**config.mk**
```make
export PLATFORM = sky130hd
export DESIGN_NAME = calc_host_mailbox
export DESIGN_NICKNAME = d
export VERILOG_FILES = /design/src/rtl/calc_host_mailbox.sv
export SDC_FILE = /design/constraint.sdc
export NUM_CORES = 1
export LEC_CHECK = 0
export CAP_MARGIN = 20
export CELL_PAD_IN_SITES_DETAIL_PLACEMENT = 0
export CELL_PAD_IN_SITES_GLOBAL_PLACEMENT = 1
export CORE_UTILIZATION = 37
export CTS_CLUSTER_DIAMETER = 80
export DETAILED_ROUTE_END_ITERATION = 8
export PLACE_DENSITY = 0.87
export SYNTH_ARGS = -nofsm -noshare
export SYNTH_HDL_FRONTEND = slang
export SYNTH_SLANG_ARGS = --single-unit
```
**constraint.sdc**
```tcl
create_clock -name clk -period 4.8 [get_ports clk]
set_input_delay 0.96 -clock clk [delete_from_list [all_inputs] [get_ports clk]]
set_output_delay 0.96 -clock clk [all_outputs]
set_load 0.05 [all_outputs]
```
**src/rtl/calc_host_mailbox.sv**
```systemverilog
`default_nettype none
// ============================================================================
// Module   : calc_host_mailbox
// Purpose  : Loads calculator operands into dmem while the CPU is held in reset.
//            It then releases the CPU, snoops the result store, and returns the
//            stored value on a valid/ready response channel.
// Options  : CALC_MBOX_CYCLE_COUNT_EN adds the rsp_cycles output.
// Revision : 1.0  initial release
// ============================================================================
module calc_host_mailbox #(
  parameter logic [31:0] BASE_ADDR      = 32'h0,
  parameter int unsigned RESET_CYCLES   = 2,
  parameter int unsigned TIMEOUT_CYCLES = 100
) (
  input  logic        clk,
  input  logic        reset_n,
  input  logic        req_valid,
  output logic        req_ready,
  input  logic [31:0] req_op_a,
  input  logic [31:0] req_op_b,
  input  logic [3:0]  req_opcode,
  output logic        cpu_reset,
  output logic        mem_we,
  output logic [31:0] mem_addr,
  output logic [31:0] mem_wdata,
  input  logic        cpu_memwrite,
  input  logic [31:0] cpu_addr,
  input  logic [31:0] cpu_wdata,
  output logic        rsp_valid,
  input  logic        rsp_ready,
  output logic [31:0] rsp_result,
  output logic        rsp_timeout
`ifdef CALC_MBOX_CYCLE_COUNT_EN
  ,
  output logic [15:0] rsp_cycles
`endif
);

  typedef enum logic [2:0] {
    S_IDLE   = 3'd0,
    S_WR_A   = 3'd1,
    S_WR_B   = 3'd2,
    S_WR_OP  = 3'd3,
    S_WR_CLR = 3'd4,
    S_HOLD   = 3'd5,
    S_RUN    = 3'd6,
    S_RESP   = 3'd7
  } state_t;

  localparam logic [31:0] C_ADDR_B      = BASE_ADDR + 32'h4;
  localparam logic [31:0] C_ADDR_OP     = BASE_ADDR + 32'h8;
  localparam logic [31:0] C_ADDR_RESULT = BASE_ADDR + 32'hC;
  localparam logic [31:0] C_HOLD_LAST   = 32'(RESET_CYCLES - 1);
  localparam logic [31:0] C_RUN_LAST    = 32'(TIMEOUT_CYCLES - 1);

  state_t      r_state;
  logic [31:0] r_cnt;
  logic [31:0] r_op_b;
  logic [3:0]  r_opcode;
  logic        w_capture;

  assign req_ready = (r_state == S_IDLE);
  assign w_capture = cpu_memwrite && (cpu_addr == C_ADDR_RESULT);

  always_ff @(posedge clk or negedge reset_n) begin
    if (!reset_n) begin
      r_state     <= S_IDLE;
      r_cnt       <= 32'd0;
      r_op_b      <= 32'd0;
      r_opcode    <= 4'd0;
      cpu_reset   <= 1'b1;
      mem_we      <= 1'b0;
      mem_addr    <= 32'd0;
      mem_wdata   <= 32'd0;
      rsp_valid   <= 1'b0;
      rsp_result  <= 32'd0;
      rsp_timeout <= 1'b0;
`ifdef CALC_MBOX_CYCLE_COUNT_EN
      rsp_cycles  <= 16'd0;
`endif
    end else begin
      case (r_state)
        S_IDLE: begin
          // Write outputs are registered, so the first dmem write is set up on the accept edge.
          if (req_valid && req_ready) begin
            r_op_b    <= req_op_b;
            r_opcode  <= req_opcode;
            mem_we    <= 1'b1;
            mem_addr  <= BASE_ADDR;
            mem_wdata <= req_op_a;
            r_state   <= S_WR_A;
          end
        end
        S_WR_A: begin
          mem_addr  <= C_ADDR_B;
          mem_wdata <= r_op_b;
          r_state   <= S_WR_B;
        end
        S_WR_B: begin
          mem_addr  <= C_ADDR_OP;
          mem_wdata <= {28'd0, r_opcode};
          r_state   <= S_WR_OP;
        end
        S_WR_OP: begin
          mem_addr  <= C_ADDR_RESULT;
          mem_wdata <= 32'd0;
          r_state   <= S_WR_CLR;
        end
        S_WR_CLR: begin
          mem_we    <= 1'b0;
          mem_addr  <= 32'd0;
          mem_wdata <= 32'd0;
          r_cnt     <= 32'd0;
          r_state   <= S_HOLD;
        end
        S_HOLD: begin
          if (r_cnt == C_HOLD_LAST) begin
            cpu_reset <= 1'b0;
            r_cnt     <= 32'd0;
            r_state   <= S_RUN;
          end else begin
            r_cnt <= r_cnt + 32'd1;
          end
        end
        S_RUN: begin
          // A result store in the final run cycle still counts as a capture.
          if (w_capture || (r_cnt == C_RUN_LAST)) begin
            rsp_result  <= w_capture ? cpu_wdata : 32'd0;
            rsp_timeout <= !w_capture;
            rsp_valid   <= 1'b1;
            cpu_reset   <= 1'b1;
`ifdef CALC_MBOX_CYCLE_COUNT_EN
            rsp_cycles  <= (r_cnt > 32'h0000_FFFF) ? 16'hFFFF : r_cnt[15:0];
`endif
            r_state     <= S_RESP;
          end else begin
            r_cnt <= r_cnt + 32'd1;
          end
        end
        S_RESP: begin
          if (rsp_ready) begin
            rsp_valid <= 1'b0;
            r_state   <= S_IDLE;
          end
        end
        default: r_state <= S_IDLE;
      endcase
    end
  end

endmodule
`default_nettype wire
```
==> summary by stage, run 1 <==
Setup path
For flop-to-flop paths, the worst setup slack is 1.91 ns. The most frequent cell on the critical path is sky130_fd_sc_hd__inv_1. Counting cells, the worst reg-to-reg path comes to 6. STA classifies the critical path endpoint as a primary output. The worst setup path is launched from a flop. In this run the critical register-to-register path is launched from r_cnt[4]. The slowest library cell on the worst path is sky130_fd_sc_hd__clkdlybuf4s50_1. In this run the worst path has a maximum fanout of 5. The type of the worst setup path is flop to primary output. The endpoint of the most critical register-to-register path is r_cnt[18].

STA puts the critical path data required time at 3.84 ns. The biggest cell delay along the critical path is 0.86 ns. The critical path goes through inv_1 -> ha_1 -> inv_1 -> nor2_1 -> clkdlybuf4s50_1. The arrival time at the worst endpoint is 2.30 ns.

Pwr
The internal portion of the total power is 3244 uW. The clock network fraction of total power is 23.9%. Net switching is 41.60% of the power. In this run the power density over the cells is 584.2 mW/mm2. Summed over all nets, the switching power comes to 2311 uW. IR analysis of the VDD net gives a maximum drop of 0.3727 mV. Sequential cells account for 31.7% of the total power. Combinational cells account for 44.4% of the total power. In this run the static leakage power is 0.003947 uW.

Yosys
The count of yosys warnings during synthesis is 0. The number of distinct library cells after synthesis is 50. The number of enable flip-flop cells after synthesis is 0. The count of mapped cells out of synthesis is 639.

The summed instance area of the synthesized netlist is 0.006761 mm2. Of all flip-flops after synthesis, the portion carrying an async set or reset was 100.0%. The most used flip-flop cell after synthesis is sky130_fd_sc_hd__dfrtp_1. The mean instance size in the synthesized netlist is 10.58 um2. Synthesis inferred 141 register bits. Summing the sequential cell areas from Yosys gives 52.20% of the chip area.

Routing
The detail route stage leaves a number of antenna-violating nets equal to 0. The overall routed net length is 17930 um. For this run, design rule violations remaining after detail routing come to 0. Dividing the detail-routed wire length by the instance count gives 16.66 um.

The initial detailed-routing violation count is 399. After detailed routing, the number of vias per cell comes to 5.252. The number of vias after detailed routing is 5651. The number of search-and-repair iterations in the first detailed-routing pass is 5.

Timing
Setup repair after global routing left no endpoint under its margin. After routing, the total negative slack on setup checks comes to 0 ns. Derived from the worst setup path, the maximum achievable clock frequency is 306.3 MHz.

The slew of the pin with the lowest slew margin is 0.8800 ns. Counting I/O delays and the setup requirement, the final critical path takes 3.264 ns. The number of pins with negative max-slew slack in the final report is 0. The worst clock skew is 0.01193 ns. The post-layout worst setup margin is 1.536 ns. The final critical-path share of the clock period is 68.01%. The max-slew headroom at the worst pin is 41.33%.

The number of failing hold endpoints at the final stage came to 0. Setup violations remaining at the end of the flow were counted as 0.

GRT
The residual overflow from global routing is 0. Entering global routing, the biggest net connects 65 pins. The first global-routing pass estimated 28320 um of wire.

In the global route stage, overall resource usage came out at 19.66%. The number of antenna violations at the first check in global routing is 0. The number of global-route vias before repair is 5338.

Cells and area
In the layout the commonest cells are sky130_fd_sc_hd__clkdlybuf4s50_1 (206), sky130_fd_sc_hd__dfrtp_1 (140), sky130_fd_sc_hd__a21oi_1 (59), sky130_fd_sc_hd__nor2_1 (52), sky130_fd_sc_hd__mux2_2 (38). Summing all non-filler instances in the final layout gives an area of 0.009508 mm2. The multi-input combinational cells in the finished layout cover a total of 0.002902 mm2. The area growth from synthesis to layout is 40.62%. The number of fill cells is 1595. For this run, the post-layout net count is 977. The footprint of the flip-flops and latches is 0.003530 mm2. The most frequent standard cell in the layout excluding fill and tap cells is sky130_fd_sc_hd__clkdlybuf4s50_1. The repair_antennas step left the layout with diodes totalling 0.

In the final layout, the share of cells above drive strength 1 is 11.33%.

Clock tree
The register clock-pin slew on the reported worst setup and hold paths is 0.06 ns. The clock root buffer master is sky130_fd_sc_hd__clkbuf_16. The number of H-tree levels is 4. Once the clock tree was built, the setup fixing pass inserted 0 buffers. The TritonCTS sink count is 141. The TritonCTS buffer count is 17. TritonCTS built the clock tree. The number of gates resized after CTS was 0. For the worst-skew pair, the clock arrives at the later sink with an insertion delay of 0.42 ns. The maximum count of clock buffers along a single path is 2.

The post-cts hold buffer count is 0.

Placement
The worst-case setup slack after placement is 1.379 ns. After legalization and detailed placement, the total HPWL measured 12390 um. The congestion estimate from routability-driven global placement came to 0.8262. Port buffering added 207 buffers.

In this run the cell area measured after placement is 0.008892 mm2.

Floorplan
The floorplan die area is 0.01882 mm2. The core region is 0.01796 mm2. 238 I/O pins were placed.

The floorplan has 49 rows. The initial standard-cell utilization of the core is 37.64%. The die is 137.2 um tall. The width of the die is 137.2 um.

Job
The tool flagged a number of max-cap violations equal to 0.

Hold path
The cell depth of the worst min-delay path is 2. The worst hold path terminates at mem_addr[3]. The worst hold path class is flop to flop. The startpoint identified for the worst hold timing path is mem_addr[3].

Run status
The flow ran to the end, and the final reports show no timing, DRC or antenna violations.
critical path: cells and delay by family (launching register included):
family	cells	cell delay [ns]
flops	1	0.41
fa+ha+maj	1	0.25
buf+inv	3	1.07
simple gates	1	0.15
stage by stage:
step                      utilization (%)  hold WS (ns)  cells  total power [uW]
after floorplan                         -        0.4802    668              3467
after detailed placement            49.50        0.4724   1043              4225
after global routing                52.93        0.5128   1076              5869
after CTS                           52.82        0.4859   1075              5567
final                               52.93        0.4759   1076              5555
after global placement              49.50        0.4676   1043              4173
worst max-delay path by stage:
stage,cells past startpoint,slack [ns],end,startpoint
after detailed placement,7,1.38,r_cnt[17],cpu_addr[5]
after global routing,5,1.38,req_ready,r_state[1]
after global placement,7,1.43,r_cnt[15],cpu_addr[5]
final,5,1.54,req_ready,r_state[0]
after CTS,5,1.51,req_ready,r_state[0]
after floorplan,8,2.18,r_cnt[28],cpu_addr[1]
cell usage after synthesis, drive strengths merged (17+ instances only):
cell	count	area, um2
nand3	23	120.1
a22o	32	280.3
nor4	22	183.9
nand2	35	133.9
dfrtp	140	3503
or4	17	138.9
mux2	38	427.9
buf	44	315.3
a22oi	32	240.2
nor2	53	198.9
a21oi	59	295.3
clkbuf	24	90.09
metal layers:
layer	track usage (%)	vias to the layer above	wire, um
li1	-	2717	-
met1	26.23	2750	7806
met2	30.56	148	8830
met3	4.820	36	755
met4	8.059	0	534
met5	0	-	0
layout make-up:
cell class	instances	area share, %
inverter	13	0.5132
timing repair buffer	215	22.57
multi-input combinational	446	30.52
sequential	141	37.12
clock inverter	13	1.605
clock buffer	19	4.659
tap	229	3.014
state kept, by name (all words and copies together), names as in the netlist:
signal       count
rsp_timeout      1
rsp_result      32
mem_wdata       32
rsp_valid        1
r_op_b          32
r_state          3
mem_we           1
cpu_reset        1
r_cnt           32
mem_addr         2
r_opcode         4
cell families (layout without fill, tap and decap cells):
family	after synthesis	in the layout	share of synthesized area, %
flops	141	141	52.20
simple gates	199	199	16.41
fa+ha+maj	6	6	1.110
xor+xnor	3	3	0.3887
compound gates	168	168	16.49
mux	40	40	6.625
buf+inv	81	260	6.717
other cells	1	30	0.05546
power by group through the flow:
stage | Sequential, uW | Clock (uW) | Combinational (uW)
2_1_floorplan | 2260 | 0 | 1200
3_3_place_gp | 1770 | 0 | 2410
3_5_place_dp | 1780 | 0 | 2440
4_1_cts | 1760 | 1360 | 2440
5_1_grt | 1810 | 1410 | 2650
6_report | 1760 | 1330 | 2460
Note: power is estimated with default switching activity, not from simulation.
==> inputs of run 2 (changes only) <==
- CORE_UTILIZATION: 37 -> 34
- PLACE_DENSITY: 0.87 -> 0.81
- clock period: 4.8 -> 3.4 ns (I/O delays scaled with it)
==> run 2 against run 1 <==
Clock-buffer cell count shrank 2; sequential power grew 40%; worst hold slack lost 0.31 ns; core utilization shrank 3.5 points; critical path type unchanged; sequential share of layout area shrank 0.44 points; clock skew shrank 0.0020 ns; flip-flop and latch count is the same; clock power grew 47%; die area grew 8.7%; first-iteration DRC count shrank 22%; non-clock buffer count grew 3.
==> summary by stage, run 2 (synthesis gave the netlist of run 1 again) <==
Run status
Outcome: finished clean (unchanged).

Cells and area
The number of fill cells is 1770 (was 1595). Highest-count cells in the layout ignoring fill and taps: sky130_fd_sc_hd__clkdlybuf4s50_1 (206), sky130_fd_sc_hd__dfrtp_1 (140), sky130_fd_sc_hd__a21oi_1 (59), sky130_fd_sc_hd__nor2_1 (52), sky130_fd_sc_hd__mux2_2 (38) (unchanged). The most frequent standard cell in the layout excluding fill and tap cells is sky130_fd_sc_hd__clkdlybuf4s50_1 (unchanged). The fraction of layout cells with a size suffix above 1 is 11.76% (was 11.33%). The layout-stage area growth over the synthesis result is 42.32% (was 40.62%). The final core area utilization came to 49.44% (was 52.93%). The net count reported at finish is 980 (was 977). The antenna cell count was 0 (unchanged).

Pwr
The worst-case vdd ir drop is 0.5509 mV (was 0.3727 mV). The overall power is 7955 uW (was 5555 uW). The power per cell area is 826.7 mW/mm2 (was 584.2 mW/mm2). The leakage dissipation is 0.004000 uW (was 0.003947 uW).

Floorplan
The count of boundary I/O pins came to 238 (unchanged). The number of placement rows is 51 (was 49). The floorplan die area is 0.02045 mm2 (was 0.01882 mm2).

The floorplan core area is 0.01946 mm2 (was 0.01796 mm2). The initial standard-cell utilization of the core was 34.74% (was 37.64%). The die outline height is 143.0 um (was 137.2 um). The width of the die is 143.0 um (was 137.2 um).

Setup path
The length in cells of the worst reg-to-reg path is 7 (was 6). The data required time of the worst path is 2.72 ns (was 3.84 ns). The startpoint kind of the worst setup timing path is a flop (unchanged).

The kind of end point of the critical path is a primary output (unchanged). The register-to-register path setup slack came to 0.65 ns (was 1.91 ns). The biggest cell delay along the critical path came to 0.85 ns (was 0.86 ns). The slowest library cell on the worst path was sky130_fd_sc_hd__clkdlybuf4s50_1 (unchanged).

The arrival time at the worst endpoint is 2.34 ns (was 2.30 ns). The highest fanout seen on the critical path is 5 (unchanged). The type of the worst setup path is flop to primary output (unchanged). The endpoint of the most critical register-to-register path is r_cnt[4] (was r_cnt[18]).

The most frequent cell on the critical path was sky130_fd_sc_hd__inv_1 (unchanged). Cell chain of the critical path: inv_1 -> ha_1 -> inv_1 -> nor2_1 -> clkdlybuf4s50_1 (unchanged). The startpoint of the worst-slack reg-to-reg timing path was r_state[0] (was r_cnt[4]).

Timing
The final critical path takes up 88.85% of the cycle. The setup total negative slack was 0 ns (unchanged). The max-slew headroom at the worst pin is 50.94% (was 41.33%). The slew of the pin with the lowest slew margin is 0.7292 ns (was 0.8800 ns).

The final setup violation count is 0 (unchanged). The final hold slack was 0.1653 ns (was 0.4759 ns). The worst clock skew was 0.009912 ns (was 0.01193 ns). The number of pins with negative max-slew slack in the final report came to 0 (unchanged).

The number of failing hold endpoints at the final stage is 0 (unchanged). For this run, the top clock speed supported by timing is 331.0 MHz. Subtracting the final worst setup slack from the clock period gives 3.021 ns.

Setup repair after global routing missed its margin: no (unchanged). The post-layout worst setup margin is 0.3792 ns (was 1.536 ns).

Placement
The placed wire-length estimate after detailed placement is 12830 um (was 12390 um). The last weighted congestion value of the routability-driven placer is 0.7816 (was 0.8262). The count of input and output buffers is 207 (unchanged). The worst-case setup slack after placement came to 0.1677 ns (was 1.379 ns).

Hold path
The worst hold path class is input port to asynchronous set/reset pin (was flop to flop).

Routing
The wire length per cell was 16.63 um (was 16.66 um). The number of vias after detailed routing is 5725 (was 5651). The number of search-and-repair iterations in the first detailed-routing pass is 5 (unchanged). The per-cell via count in the routed design was 5.135 (was 5.252). The initial detailed-routing violation count was 310 (was 399).

The overall routed net length came to 18540 um (was 17930 um). The residual DRC count is 0 (unchanged). The remaining antenna violation count after routing is 0 (unchanged).

Clock tree
The number of H-tree levels came to 4 (unchanged). The TritonCTS clock tree is built (unchanged). The TritonCTS buffer count was 17 (unchanged).

The TritonCTS sink count is 141 (unchanged). The buffer count from post-CTS setup fixing is 0 (unchanged). The post-cts hold buffer count is 0 (unchanged). The maximum count of clock buffers along a single path is 2 (unchanged).

The later-pin clock latency in the skew report came to 0.42 ns (about the same). The clock root buffer master is sky130_fd_sc_hd__clkbuf_16 (unchanged). The count of cells resized by post-cts repair is 0 (unchanged). The register clock-pin slew on the reported worst setup and hold paths was 0.07 ns (was 0.06 ns).

GRT
The residual overflow from global routing is 0 (unchanged). The global-route wire length before repair is 29480 um (was 28320 um). The overall fraction of global-route tracks in use was 18.75% (was 19.66%). The maximum number of pins on one net before global-route repair was 70 (was 65). The number of antenna violations at the first check in global routing is 0 (unchanged). The number of global-route vias before repair was 5499 (was 5338).

Job
The max-capacitance violation count was 0 (unchanged).
run 2: worst max-delay path by stage:
stage / endpoint / depth (start not counted) / start / slack (ns)
after floorplan: r_op_b[10] / 7 / r_state[0] / 0.84
after global placement: r_cnt[5] / 7 / cpu_addr[5] / 0.27
after detailed placement: r_cnt[5] / 7 / cpu_addr[5] / 0.17
after CTS: req_ready / 5 / r_state[0] / 0.37
after global routing: req_ready / 5 / r_state[1] / 0.24
final: req_ready / 5 / r_state[0] / 0.38
run 2: layout make-up:
type                       count  area [um2]  share of cell area (%)
clock buffer                  17       425.4                   4.421
clock inverter                15       192.7                   2.002
inverter                      13       48.80                  0.5071
multi-input combinational    446        2902                   30.15
sequential                   141        3530                   36.68
tap                          265       331.6                   3.446
timing repair buffer         218        2193                   22.79
run 2: metal layers:
metal / global-route usage [%] / routed length [um] / vias to the layer above
met4: 6.735 / 333 / 0
met2: 28.70 / 9096 / 156
li1: - / - / 2717
met1: 25.36 / 8293 / 2827
met5: 0 / 0 / -
met3: 5.064 / 814 / 25
run 2: power breakdown:
part           total (uW)  switching, uW  internal, uW  leakage (uW)
sequential           2470            280          2190       0.00181
combinational        3540           2240          1310       0.00189
clock                1950            823          1120      0.000302
run 2: metrics by stage:
step | area (um2) | instances
floorplan | 6870 | 668
global placement | 9005 | 1083
detailed placement | 9005 | 1083
CTS | 9623 | 1115
global route | 9623 | 1115
finish | 9623 | 1115
run 2: worst max-delay path: cells and delay by family (launching register included):
| kind | cells | cell delay [ns] |
|---|---|---|
| buf+inv | 3 | 1.07 |
| simple gates | 1 | 0.15 |
| flops | 1 | 0.41 |
| fa+ha+maj | 1 | 0.28 |
